<file path="src/rtl/floppy_track_streamer_if.sv">
// ---------------------------------------------------------------------------
// floppy_track_streamer_if
//
// Byte-wide read port between the track streamer and the memory that holds
// the track images.
//
//   memReadReq   streamer -> memory  request, held high until memReadAck
//   memReadAddr  streamer -> memory  byte address, stable while memReadReq=1
//   memReadAck   memory -> streamer  one-cycle pulse, data valid this cycle
//   memReadData  memory -> streamer  fetched byte
//
// Modports: master = streamer side, slave = memory side.
// ---------------------------------------------------------------------------
interface floppy_track_streamer_if #(
  parameter int ADDR_W = 22
) ();

  logic              memReadReq;
  logic [ADDR_W-1:0] memReadAddr;
  logic              memReadAck;
  logic [7:0]        memReadData;

  modport master (
    output memReadReq,
    output memReadAddr,
    input  memReadAck,
    input  memReadData
  );

  modport slave (
    input  memReadReq,
    input  memReadAddr,
    output memReadAck,
    output memReadData
  );

endinterface

</file>
<file path="src/rtl/floppy_track_streamer.sv">
// ---------------------------------------------------------------------------
// floppy_track_streamer
//
// Streams a floppy track image from memory to the IWM read latch at disk
// byte rate. Bytes are prefetched into a 2-entry FIFO and delivered once per
// BYTE_CLOCKS cycles of clk8. In sync mode, delivery also waits for the IWM
// to signal (advanceDriveHead) that it consumed the previous byte.
//
// Ports
//   clk8              sole clock, rising edge
//   reset             asynchronous, active-high
//   motorOn           drive spinning; gates fetch starts and deliveries
//   trackLoad         one-cycle pulse: restart streaming at trackBase
//   trackBase         track image byte address (sampled on trackLoad)
//   trackLen          bytes per track, 0 = empty (sampled on trackLoad)
//   syncMode          1 = delivery paced by advanceDriveHead
//   advanceDriveHead  one-cycle pulse from the IWM
//   mem               memory read port (master side)
//   readData          last delivered disk byte
//   newByteReady      one-cycle pulse aligned with a new readData value
//   underrun          sticky: a delivery slot found the FIFO empty
// ---------------------------------------------------------------------------
module floppy_track_streamer #(
  parameter int BYTE_CLOCKS = 128,
  parameter int ADDR_W      = 22
) (
  input  logic                  clk8,
  input  logic                  reset,
  input  logic                  motorOn,
  input  logic                  trackLoad,
  input  logic [ADDR_W-1:0]     trackBase,
  input  logic [12:0]           trackLen,
  input  logic                  syncMode,
  input  logic                  advanceDriveHead,
  floppy_track_streamer_if.master mem,
  output logic [7:0]            readData,
  output logic                  newByteReady,
  output logic                  underrun
);

  // Timer must hold BYTE_CLOCKS-1; keep at least one bit for tiny values.
  localparam int TW = (BYTE_CLOCKS > 2) ? $clog2(BYTE_CLOCKS) : 1;
  localparam logic [TW-1:0] TIMER_RELOAD = TW'(BYTE_CLOCKS - 1);

  typedef enum logic [1:0] {
    S_IDLE  = 2'd0,
    S_REQ   = 2'd1,
    S_DRAIN = 2'd2   // request outstanding for a track that was replaced
  } fetch_state_e;

  // -------------------------------------------------------------------------
  // State
  // -------------------------------------------------------------------------
  fetch_state_e      state_q,    state_d;
  logic              req_q,      req_d;
  logic [ADDR_W-1:0] addr_q,     addr_d;
  logic [7:0]        rdata_q,    rdata_d;
  logic              nbr_q,      nbr_d;
  logic              underrun_q, underrun_d;
  logic [1:0]        count_q,    count_d;
  logic              wr_ptr_q,   wr_ptr_d;
  logic              rd_ptr_q,   rd_ptr_d;
  logic [12:0]       offset_q,   offset_d;
  logic [ADDR_W-1:0] base_q,     base_d;
  logic [12:0]       len_q,      len_d;
  logic              adv_q,      adv_d;     // advanceDriveHead seen since last delivery
  logic              first_q,    first_d;   // next delivery is ungated
  logic [TW-1:0]     timer_q,    timer_d;

  logic [7:0]        fifo_mem [2];

  // Decoded events for this cycle
  logic push;
  logic pop;
  logic gate_open;
  logic slot;
  logic deliver_slot;

  // A trackLoad cycle belongs to the new track: acks are discarded and no
  // delivery slot is honoured.
  assign push         = (state_q == S_REQ) && mem.memReadAck && !trackLoad;
  assign gate_open    = !syncMode || adv_q || first_q;
  assign slot         = motorOn && (timer_q == '0);
  assign deliver_slot = slot && gate_open && !trackLoad;
  assign pop          = deliver_slot && (count_q != 2'd0);

  // -------------------------------------------------------------------------
  // Next-state logic
  // -------------------------------------------------------------------------
  always_comb begin
    // NOTE: every variable gets a default before any branch, so no path
    // leaves one unassigned and no latch is inferred.
    state_d    = state_q;
    req_d      = req_q;
    addr_d     = addr_q;
    rdata_d    = rdata_q;
    nbr_d      = 1'b0;
    underrun_d = underrun_q;
    count_d    = count_q + 2'(push) - 2'(pop);
    wr_ptr_d   = wr_ptr_q ^ push;
    rd_ptr_d   = rd_ptr_q ^ pop;
    offset_d   = offset_q;
    base_d     = base_q;
    len_d      = len_q;
    adv_d      = adv_q;
    first_d    = first_q;
    timer_d    = timer_q;

    // Byte timer: counts while the motor spins; at zero it waits for the
    // gate and reloads only when the slot is actually taken.
    if (motorOn) begin
      if (timer_q != '0) begin
        timer_d = timer_q - TW'(1);
      end else if (gate_open) begin
        timer_d = TIMER_RELOAD;
      end
    end

    // Delivery slot
    if (pop) begin
      rdata_d = fifo_mem[rd_ptr_q];
      nbr_d   = 1'b1;
      first_d = 1'b0;
      adv_d   = 1'b0;
    end else if (deliver_slot) begin
      underrun_d = 1'b1;
    end

    // A pulse coinciding with a delivery counts toward the next byte.
    if (advanceDriveHead) begin
      adv_d = 1'b1;
    end

    // Fetch FSM
    case (state_q)
      S_IDLE: begin
        if (motorOn && (len_q != 13'd0) && (count_q < 2'd2) && !trackLoad) begin
          state_d = S_REQ;
          req_d   = 1'b1;
          addr_d  = base_q + ADDR_W'(offset_q);
        end
      end
      S_REQ: begin
        if (trackLoad) begin
          // Bus request cannot be withdrawn; finish it and drop the byte.
          if (mem.memReadAck) begin
            state_d = S_IDLE;
            req_d   = 1'b0;
          end else begin
            state_d = S_DRAIN;
          end
        end else if (mem.memReadAck) begin
          state_d  = S_IDLE;
          req_d    = 1'b0;
          offset_d = (offset_q == len_q - 13'd1) ? 13'd0 : offset_q + 13'd1;
        end
      end
      S_DRAIN: begin
        if (mem.memReadAck) begin
          state_d = S_IDLE;
          req_d   = 1'b0;
        end
      end
      default: begin
        state_d = S_IDLE;
        req_d   = 1'b0;
      end
    endcase

    // Track (re)load overrides FIFO, offset, timer and status.
    if (trackLoad) begin
      count_d    = 2'd0;
      wr_ptr_d   = 1'b0;
      rd_ptr_d   = 1'b0;
      offset_d   = 13'd0;
      base_d     = trackBase;
      len_d      = trackLen;
      underrun_d = 1'b0;
      first_d    = 1'b1;
      timer_d    = TIMER_RELOAD;
    end
  end

  // -------------------------------------------------------------------------
  // Registers
  // -------------------------------------------------------------------------
  always_ff @(posedge clk8 or posedge reset) begin
    // NOTE: non-blocking assignments here so every flop samples the values
    // from before this edge, independent of statement order.
    if (reset) begin
      state_q    <= S_IDLE;
      req_q      <= 1'b0;
      addr_q     <= '0;
      rdata_q    <= 8'd0;
      nbr_q      <= 1'b0;
      underrun_q <= 1'b0;
      count_q    <= 2'd0;
      wr_ptr_q   <= 1'b0;
      rd_ptr_q   <= 1'b0;
      offset_q   <= 13'd0;
      base_q     <= '0;
      len_q      <= 13'd0;
      adv_q      <= 1'b0;
      first_q    <= 1'b1;
      timer_q    <= TIMER_RELOAD;
    end else begin
      state_q    <= state_d;
      req_q      <= req_d;
      addr_q     <= addr_d;
      rdata_q    <= rdata_d;
      nbr_q      <= nbr_d;
      underrun_q <= underrun_d;
      count_q    <= count_d;
      wr_ptr_q   <= wr_ptr_d;
      rd_ptr_q   <= rd_ptr_d;
      offset_q   <= offset_d;
      base_q     <= base_d;
      len_q      <= len_d;
      adv_q      <= adv_d;
      first_q    <= first_d;
      timer_q    <= timer_d;
    end
  end

  // NOTE: FIFO storage has no reset; count_q marks which entries are valid,
  // so stale contents are never read.
  always_ff @(posedge clk8) begin
    if (push) begin
      fifo_mem[wr_ptr_q] <= mem.memReadData;
    end
  end

  // -------------------------------------------------------------------------
  // Outputs
  // -------------------------------------------------------------------------
  assign mem.memReadReq  = req_q;
  assign mem.memReadAddr = addr_q;
  assign readData        = rdata_q;
  assign newByteReady    = nbr_q;
  assign underrun        = underrun_q;

endmodule

</file>
<file path="src/flat_wrapper.sv">
// flat-port wrapper written by rule: the top's interface ports become plain ports
module floppy_track_streamer_flat 
#(
  parameter int BYTE_CLOCKS = 128,
  parameter int ADDR_W      = 22
)
  (clk8, reset, motorOn, trackLoad, trackBase, trackLen, syncMode, advanceDriveHead, readData, newByteReady, underrun, mem_memReadReq, mem_memReadAddr, mem_memReadAck, mem_memReadData);
  floppy_track_streamer_if #(.ADDR_W(ADDR_W)) mem_i ();
  input  logic clk8;
  input  logic reset;
  input  logic motorOn;
  input  logic trackLoad;
  input  logic [ADDR_W-1:0] trackBase;
  input  logic [12:0] trackLen;
  input  logic syncMode;
  input  logic advanceDriveHead;
  output logic [7:0] readData;
  output logic newByteReady;
  output logic underrun;
  output wire logic [$bits(mem_i.memReadReq)-1:0] mem_memReadReq;
  output wire logic [$bits(mem_i.memReadAddr)-1:0] mem_memReadAddr;
  input wire logic [$bits(mem_i.memReadAck)-1:0] mem_memReadAck;
  input wire logic [$bits(mem_i.memReadData)-1:0] mem_memReadData;
  assign mem_memReadReq = mem_i.memReadReq;
  assign mem_memReadAddr = mem_i.memReadAddr;
  assign mem_i.memReadAck = mem_memReadAck;
  assign mem_i.memReadData = mem_memReadData;
  floppy_track_streamer #(.BYTE_CLOCKS(BYTE_CLOCKS), .ADDR_W(ADDR_W)) u_core (.clk8(clk8), .reset(reset), .motorOn(motorOn), .trackLoad(trackLoad), .trackBase(trackBase), .trackLen(trackLen), .syncMode(syncMode), .advanceDriveHead(advanceDriveHead), .mem(mem_i), .readData(readData), .newByteReady(newByteReady), .underrun(underrun));
endmodule
</file>
<file path="config.mk">
export PLATFORM = sky130hd
export DESIGN_NAME = floppy_track_streamer_flat
export DESIGN_NICKNAME = d
export VERILOG_FILES = /design/src/rtl/floppy_track_streamer_if.sv /design/src/rtl/floppy_track_streamer.sv /design/src/flat_wrapper.sv
export SDC_FILE = /design/constraint.sdc
export NUM_CORES = 1
export LEC_CHECK = 0
export ABC_CLOCK_PERIOD_IN_PS = 8600
export CORE_AREA = 5 5 148 150
export DETAILED_ROUTE_END_ITERATION = 8
export DIE_AREA = 0 0 153 155
export PLACE_DENSITY = 0.53
export REMOVE_ABC_BUFFERS = 1
export SYNTH_ARGS = -nofsm -noshare
export SYNTH_HDL_FRONTEND = slang
export SYNTH_SLANG_ARGS = --single-unit
</file>
<file path="constraint.sdc">
create_clock -name clk8 -period 8.6 [get_ports clk8]
set_clock_uncertainty 0.05 [all_clocks]
set_input_delay 0.86 -clock clk8 [delete_from_list [all_inputs] [get_ports clk8]]
set_output_delay 0.86 -clock clk8 [all_outputs]
set_load 0.02 [all_outputs]
</file>
-- Word level (Yosys, flattened, before mapping)
Memory sizes are Yosys's and may differ from the RTL's. A register that Yosys moved wholly into a read port is not among the register bits.
Cells that the tools add are included.
- RAM bits: 16
- memories kept: 1
- bits of input ports: 50
- register bits after elaboration: 88
- output and inout bits: 33
- word-level logic and storage cells: 89
- reduce and logical (&&, ||, !) cells: 31
- magnitude comparators: 1
- eq/ne operators: 6
- multiplexer cells: 28
- bitwise operators: 2
- add/sub/neg operators: 6
- memory list (name ; depth ; bits a word ; read ports ; clocked after memory_dff ; wr ports ; line ; RTL):
    u_core.fifo_mem ; 2 ; 8 ; 1 ; 1 ; 1 ; floppy_track_streamer.sv:70 ; logic [7:0] fifo_mem [2];
- operator list (kind ; count):
    two-way mux 13 bit ; 4
    two-way mux 7 bit ; 4
    adder 22 x 13 -> 22 bit ; 1
    nonzero test 2 bit ; 7
    adder 13 x 1 -> 13 bit, second input constant ; 1
    == test 13 bit ; 1
    two-way mux 1 bit ; 13
    nonzero test 13 bit ; 1
    subtractor 13 x 1 -> 13 bit, second input constant ; 1
    two-way mux 2 bit ; 5
    AND reduction 2 bit ; 5
    logical AND 1 bit ; 9
    zero test 7 bit ; 1
    nonzero test 7 bit ; 1
    subtractor 7 x 1 -> 7 bit, second input constant ; 1
    one-hot mux 2 bit (3 select lines) ; 1
    inequality test 2 x 1 -> 1 bit, second input constant ; 2
    nonzero test 3 bit ; 1
    adder 2 x 1 -> 2 bit ; 1
    == test 2 x 1 -> 1 bit, second input constant ; 1
    == test 2 bit, second input constant ; 1
    zero test 1 bit ; 2
    zero test 2 bit ; 1
    logical OR 1 bit ; 2
    other kinds (6) ; 7

-- Longest topological paths before layout
Gate-level depths: netlist of the first run.
- depth in word-level cells: 8
- depth in mapped cells: 13
- gate-level depth less buffers: 12

-- Worst setup path before layout of the first run
No wires, ideal clock.
- path kind: input port to flip-flop
- start point: input port syncMode
- end point: register u_core.count_q[0]
- stages: 10
- slack: 5.660 ns
- arrival: 2.757 ns
- cells stage by stage: or3b_2 -> nand2_1 -> nor2_1 -> o21ai_0 -> nor2_1 -> clkbuf_1 -> ha_1 -> inv_1 -> ha_1 -> nor2b_1
- word-level cells in the longest chain between the ends: 8
- ends and longest elaborated chain (item ; line ; RTL):
    from (decl) ; flat_wrapper.sv:15 ; input logic syncMode;
    zero test 1 bit ; floppy_track_streamer.sv:82 ; assign gate_open = !syncMode || adv_q || first_q;
    logical OR 1 bit (2 in series) ; floppy_track_streamer.sv:82 ;
    logical AND 1 bit (2 in series) ; floppy_track_streamer.sv:84 ; assign deliver_slot = slot && gate_open && !trackLoad;
    logical AND 1 bit ; floppy_track_streamer.sv:85 ; assign pop = deliver_slot && (count_q != 2'd0);
    subtractor 2 x 1 -> 2 bit ; floppy_track_streamer.sv:99 ; count_d = count_q + 2'(push) - 2'(pop);
    two-way mux 2 bit ; floppy_track_streamer.sv:171 ; if (trackLoad) begin
    via u_core.count_d[0] ; floppy_track_streamer.sv:60 ; logic [1:0] count_q, count_d;
    to (signal assigned) ; floppy_track_streamer.sv:213 ; count_q <= count_d;
    to (decl) ; floppy_track_streamer.sv:60 ;
The timed path passes the listed nets, and every way through them passes these cells.
A chain may end at the register's enable or synchronous reset.

-- Worst setup path in the final report of the first run
Ends and elaborated chain as after synthesis.

==> impl_metrics.json, run 1 <==
{
  "max-vdd-ir-drop_v": 0.00009088,
  "final_util": 0.3598,
  "report.final.setup_viol": 0,
  "dr_total_vias": 4498,
  "dp_cells": 917,
  "die-width_um": 153,
  "hold_class": "register to register",
  "cp.arrival_ns": 3.56,
  "gp_congestion": 0.8716,
  "setup.worst_path.end_class": "register",
  "cts_resized": 0,
  "port_buffers": 82,
  "power_mw": 1.489,
  "met2_usage": 0.2042,
  "synth_seq_cells": 112,
  "outcome": "complete, no violations",
  "yosys_warnings": 0,
  "dr.pass1.iters": 4,
  "syn_area_sq_mm": 0.006023,
  "synth-seq-area-share": 0.4803,
  "cts_setup_buffers": 0,
  "drive_gt1_frac": 0.1201,
  "root_buffer": "clkbuf_16",
  "io_pins": 83,
  "p_clk_frac": 0.281,
  "grtUsageMet3": 0.02643,
  "pre_cts_ws_ns": 4.809,
  "cts_num_sinks": 112,
  "postCtsHoldBufs": 0,
  "rsz0062_at_grt": "no",
  "leakagePower_nw": 3.042,
  "areaGrowthSynthToFinish_pct": 22.81,
  "htree_levels": 3,
  "synthArstFlopShare": 0.8571,
  "synth.distinct_cells": 61,
  "grt_use_met1": 0.1451,
  "worstPathRequired_ns": 8.77,
  "tns_ns": 0,
  "min_period_ns": 3.388,
  "design_area_sq_mm": 0.007397,
  "fp.dieH_um": 155,
  "maxSlewViolCount": 0,
  "path_class": "input pin to register",
  "critical_path.max_fanout": 19,
  "grt_start_max_net_pins": 58,
  "syn_inst": 580,
  "crit_slowest_cell": "nor2_1",
  "path_cells": "clkdlybuf4s50_1, or3b_2, nand2_1, nor2_1, o21ai_0, nor2_1, ha_1, inv_1, ha_1, nor2b_1",
  "pwr-share-comb": 0.267,
  "setup.worst_path.start": "syncMode",
  "coreArea_sq_mm": 0.02056,
  "grt_usage": 0.1171,
  "slew_headroom": 0.2674,
  "grt_pass1_vias": 4550,
  "cts_buffer_depth": 2,
  "postRouteAntennaNets": 0,
  "final_cells": 933,
  "rows": 53,
  "drt-total-wl_um": 13630,
  "vias_per_cell": 4.821,
  "tightest_slew_ns": 1.095,
  "start_util": 0.2930,
  "cts_buffers": 9,
  "num-nets-final": 729,
  "cts_tree": "done",
  "grt_pass1_wl_um": 22810,
  "fmax_mhz": 295.1,
  "hold_violations": 0,
  "place_area_sq_mm": 0.007106,
  "internal-power_mw": 1.013,
  "power_density_mw_per_mm2": 201.3,
  "busiest_layer": "met2",
  "hpwl_um": 10050,
  "synthFlopType": "dfrtp_1",
  "p_sw_frac": 0.3196,
  "grt_antenna_before_repair": 0,
  "clk_pin_slew_ns": 0.08,
  "fin_hold_ws_ns": 0.4282,
  "drt_iter0_markers": 181,
  "synth_area_per_cell_sq_um": 10.38,
  "wl_per_cell_um": 14.60,
  "layout_setup_ws_ns": 5.212,
  "reg2reg_from": "u_core.timer_q[0]$_DFFE_PP1P_",
  "clk_latency_ns": 0.35,
  "synth-edff-count": 16,
  "drcViolationCount": 0,
  "min_from": "u_core.mem.memReadAddr[16]$_DFFE_PP0P_",
  "startpoint_type": "input pin",
  "die_area_sq_mm": 0.02372,
  "max_stage_delay_ns": 0.86,
  "seqPwrFrac": 0.452,
  "grt_overflow": 0,
  "cap_violations": 0,
  "p_switching_mw": 0.4759,
  "period_share": 0.3940,
  "diodes": 0
}
## sequential cells by signal, indices dropped and copies added, names as in the netlist
name / count
u_core.base_q: 22
u_core.len_q: 13
u_core.timer_q: 7
u_core.rd_ptr_q: 1
u_core.adv_q: 1
u_core.readData: 8
u_core.newByteReady: 1
u_core.first_q: 1
u_core.fifo_mem: 16
u_core.mem.memReadReq: 1
u_core.underrun: 1
u_core.state_q: 2
u_core.wr_ptr_q: 1
u_core.count_q: 2
u_core.offset_q: 13
u_core.mem.memReadAddr: 22
## cell usage in the layout, fill, tap and decap left out, types with 7 or more instances in the layout
cell type,n
nor2_1,42
a21oi_1,25
nand4_1,7
edfxtp_1,16
clkdlybuf4s50_1,81
mux2_2,34
inv_1,20
a21o_1,8
dfrtp_1,88
o21ai_0,44
and3_1,14
xor2_1,25
dfstp_2,8
xnor2_1,16
nand2_1,54
o211ai_1,8
ha_1,25
clkbuf_16,9
nand3_1,20
mux2i_1,9
o31ai_1,9
nor3_1,8
## synthesized netlist by cell type (14+ instances only)
master | number | area (sq um)
and3_1 | 14 | 87.58
ha_1 | 25 | 312.8
o21ai_0 | 44 | 220.2
mux2_2 | 34 | 382.9
dfrtp_1 | 88 | 2202
nor2_1 | 42 | 157.7
inv_1 | 21 | 78.83
xor2_1 | 25 | 219.0
a21oi_1 | 25 | 125.1
clkbuf_1 | 16 | 60.06
xnor2_1 | 16 | 140.1
edfxtp_1 | 16 | 480.5
nand3_1 | 20 | 100.1
nand2_1 | 54 | 202.7
## critical path, delay by kind of cell
family,cells,cell delay (ns)
simple gates,5,1.43
fa+ha+maj,2,0.60
buf+inv,2,0.45
compound gates,1,0.21
## layout make-up
cell class | instances | area, sq um
Inverter | 21 | 81.33
Multi-Input combinational cell | 423 | 2942
Clock buffer | 9 | 225.2
Clock inverter | 7 | 66.31
Sequential cell | 112 | 2893
Tap cell | 275 | 344.1
Timing Repair Buffer | 86 | 845.8
Fill cell | 2069 | 13160
## power groups by stage
| stage | sequential (mW) | combinational [mW] | clock, mW |
|---|---|---|---|
| 2_1_floorplan | 0.738 | 0.159 | 0 |
| 3_3_place_gp | 0.683 | 0.396 | 0 |
| 3_5_place_dp | 0.686 | 0.404 | 0 |
| 4_1_cts | 0.676 | 0.406 | 0.438 |
| 5_1_grt | 0.684 | 0.442 | 0.457 |
| 6_report | 0.673 | 0.398 | 0.418 |
## layer usage
layer	share of wire	up-vias
li1	-	2226
met1	0.45	2166
met2	0.49	93
met3	0.044	13
met4	0.014	0
met5	0	-
## logic make-up after synthesis
group / Yosys count / synth area share
compound gates: 132 / 0.1421
mux: 43 / 0.07852
flops: 112 / 0.4803
fa+ha+maj: 26 / 0.05526
buf+inv: 45 / 0.03137
xor+xnor: 41 / 0.05962
simple gates: 181 / 0.1529
## path summary, 6_finish.rpt
kind	slack [ns]	end	cells past startpoint
worst max-delay path	5.21	u_core.count_q[0]$_DFF_PP0_	10
worst min-delay path	0.43	u_core.mem.memReadAddr[16]$_DFFE_PP0P_	2
worst max register to register	5.35	u_core.count_q[0]$_DFF_PP0_	11
worst min register to register	0.43	u_core.mem.memReadAddr[16]$_DFFE_PP0P_	2
max in group asynchronous	6.54	u_core.len_q[10]$_DFFE_PP0P_	3
min in group asynchronous	0.84	u_core.base_q[14]$_DFFE_PP0P_	2
Power figures use the tool's default switching activity.
==> inputs of run 2 (changes only) <==
ABC_CLOCK_PERIOD_IN_PS = 3200   (was 8600)
clock period = 3.2 ns   (was 8.6 ns; I/O delays follow)
==> run 2 against run 1 <==
Effect of this change: first-iteration DRC count grew 48%; highest routed layer unchanged; cell count grew 0.75%; total power increased to 2.7 times the previous value; hold slack got worse by 0.14 ns; clock power increased to 2.6 times the previous value; via count grew 0.73%; critical path depth unchanged; critical path type is now register to register; global-route usage grew 0.21 points; count of clock-buffer cells in the layout unchanged; non-clock buffer count up 7; core utilization is 0.30 points higher.
==> impl_metrics.json, run 2 (synthesized netlist as in run 1, its figures left out) <==
{
  "drive_gt1_frac": 0.1293,
  "setup.worst_path.start": "u_core.offset_q[0]$_DFFE_PP0P_",
  "cts_resized": 0,
  "report.final.setup_viol": 0,
  "rows": 53,
  "slew_headroom": 0.5595,
  "clk_pin_slew_ns": 0.08,
  "leakagePower_nw": 3.074,
  "diodes": 0,
  "drt_iter0_markers": 268,
  "cp-endpoint": "u_core.mem.memReadAddr[14]$_DFFE_PP0P_",
  "root_buffer": "clkbuf_16",
  "path_class": "register to register",
  "cts_buffer_depth": 2,
  "vias_per_cell": 4.820,
  "maxSlewViolCount": 0,
  "fmax_mhz": 361.8,
  "die-width_um": 153,
  "cap_violations": 0,
  "crit_slowest_cell": "dfrtp_1",
  "fill_cells": 2065,
  "max-vdd-ir-drop_v": 0.0001959,
  "postCtsHoldBufs": 0,
  "r2r_slack_ns": 0.44,
  "start_util": 0.2930,
  "final_util": 0.3628,
  "coreArea_sq_mm": 0.02056,
  "tightest_slew_ns": 0.6538,
  "critical_path.max_fanout": 7,
  "postRouteAntennaNets": 0,
  "grt_pass1_wl_um": 23260,
  "path_cells": "ha_1, fa_1, a21oi_1, o21bai_1, a211oi_1, nor4_1, buf_4, o21ai_0, xor2_1, o21ai_0",
  "die_area_sq_mm": 0.02372,
  "power_density_mw_per_mm2": 538.1,
  "layout_common_cells": "dfrtp_1, clkdlybuf4s50_1, nand2_1",
  "power_mw": 4.013,
  "setup.worst_path.end_class": "register",
  "max_stage_delay_ns": 0.46,
  "port_buffers": 82,
  "path_common_cell": "o21ai_0",
  "rr_endpoint": "u_core.mem.memReadAddr[14]$_DFFE_PP0P_",
  "cts_tree": "done",
  "rr_worst_depth": 10,
  "period_share": 0.8637,
  "cts_buffers": 9,
  "htree_levels": 3,
  "pre_cts_ws_ns": 0.4484,
  "outcome": "complete, no violations",
  "clk_latency_ns": 0.36,
  "cts_num_sinks": 112,
  "areaGrowthSynthToFinish_pct": 23.83,
  "startpoint_type": "register",
  "final_common_cell": "dfrtp_1",
  "hold_violations": 0,
  "min_from": "trackLoad",
  "io_pins": 83,
  "grt_start_max_net_pins": 56,
  "tns_ns": 0,
  "gp_congestion": 0.8433,
  "hpwl_um": 10390,
  "dr.pass1.iters": 5,
  "dr_total_vias": 4531,
  "grt_usage": 0.1192,
  "min_period_ns": 2.764,
  "rsz0062_at_grt": "no",
  "hold_class": "input pin to register",
  "worstPathRequired_ns": 3.39,
  "drcViolationCount": 0,
  "cp.arrival_ns": 2.95,
  "grt_pass1_vias": 4521,
  "num-nets-final": 736,
  "layout_setup_ws_ns": 0.4361,
  "cts_setup_buffers": 0,
  "fp.dieH_um": 155,
  "grt_overflow": 0,
  "wl_per_cell_um": 14.78,
  "drt-total-wl_um": 13890,
  "grt_antenna_before_repair": 0,
  "reg2reg_from": "u_core.offset_q[0]$_DFFE_PP0P_",
  "fin_hold_ws_ns": 0.2893
}
==> run 2: cell count changes in the layout (fill, tap and decap cells not counted) <==
cell        delta
buf_12         +1
buf_4          +6
clkinv_4       +3
clkinvlp_4     +1
inv_6          -3
inv_8          -1
==> run 2: worst min-delay path by stage <==
stage	to	slack, ns	cells after the start
floorplan	u_core.count_q[0]$_DFF_PP0_	0.34	1
global placement	u_core.mem.memReadAddr[17]$_DFFE_PP0P_	0.42	2
detailed placement	u_core.mem.memReadAddr[10]$_DFFE_PP0P_	0.43	2
CTS	u_core.rd_ptr_q$_DFF_PP0_	0.28	2
global route	u_core.rd_ptr_q$_DFF_PP0_	0.30	2
finish	u_core.rd_ptr_q$_DFF_PP0_	0.29	2
==> run 2: report_power, final <==
part           leakage, nW  switching (mW)  internal, mW
combinational         1.60           0.571         0.520
sequential            1.34           0.163          1.66
clock                0.139           0.555         0.544
==> run 2: final cells by class <==
type / instances / area, sq um / share of cell area
Multi-Input combinational cell: 423 / 2942 / 0.3944
Sequential cell: 112 / 2893 / 0.3879
Timing Repair Buffer: 93 / 910.9 / 0.1221
Tap cell: 275 / 344.1 / 0.04613
Clock buffer: 9 / 225.2 / 0.03020
Inverter: 21 / 81.33 / 0.01090
Clock inverter: 7 / 62.56 / 0.008388
==> run 2: per-layer routing <==
| layer | track usage | wire length (um) |
|---|---|---|
| met3 | 0.02142 | 452 |
| met4 | 0.04073 | 240 |
| met5 | 0 | 0 |
| met2 | 0.2002 | 6708 |
| met1 | 0.1559 | 6488 |
==> run 2: metrics by stage <==
stage / instances / area, sq um
6_report: 940 / 7458
5_1_grt: 940 / 7458
3_5_place_dp: 924 / 7171
4_1_cts: 940 / 7458
3_3_place_gp: 924 / 7171
2_1_floorplan: 556 / 5913
==> run 2: worst max-delay path, delay by kind of cell, from the launching register on <==
kind / cells / cell delay (ns)
buffers and inverters: 1 / 0.16
AO/OA/AOI/OAI: 5 / 1.05
AND/OR/NAND/NOR: 1 / 0.11
flip-flops: 1 / 0.46
XOR/XNOR: 1 / 0.17
adder cells (fa/ha/maj): 2 / 0.65
==> inputs of run 3 (changes only) <==
CAP_MARGIN = 20   (was not set)
==> results of run 3 <==
No change in the layout: final DEF, timing and power equal those of run 2.
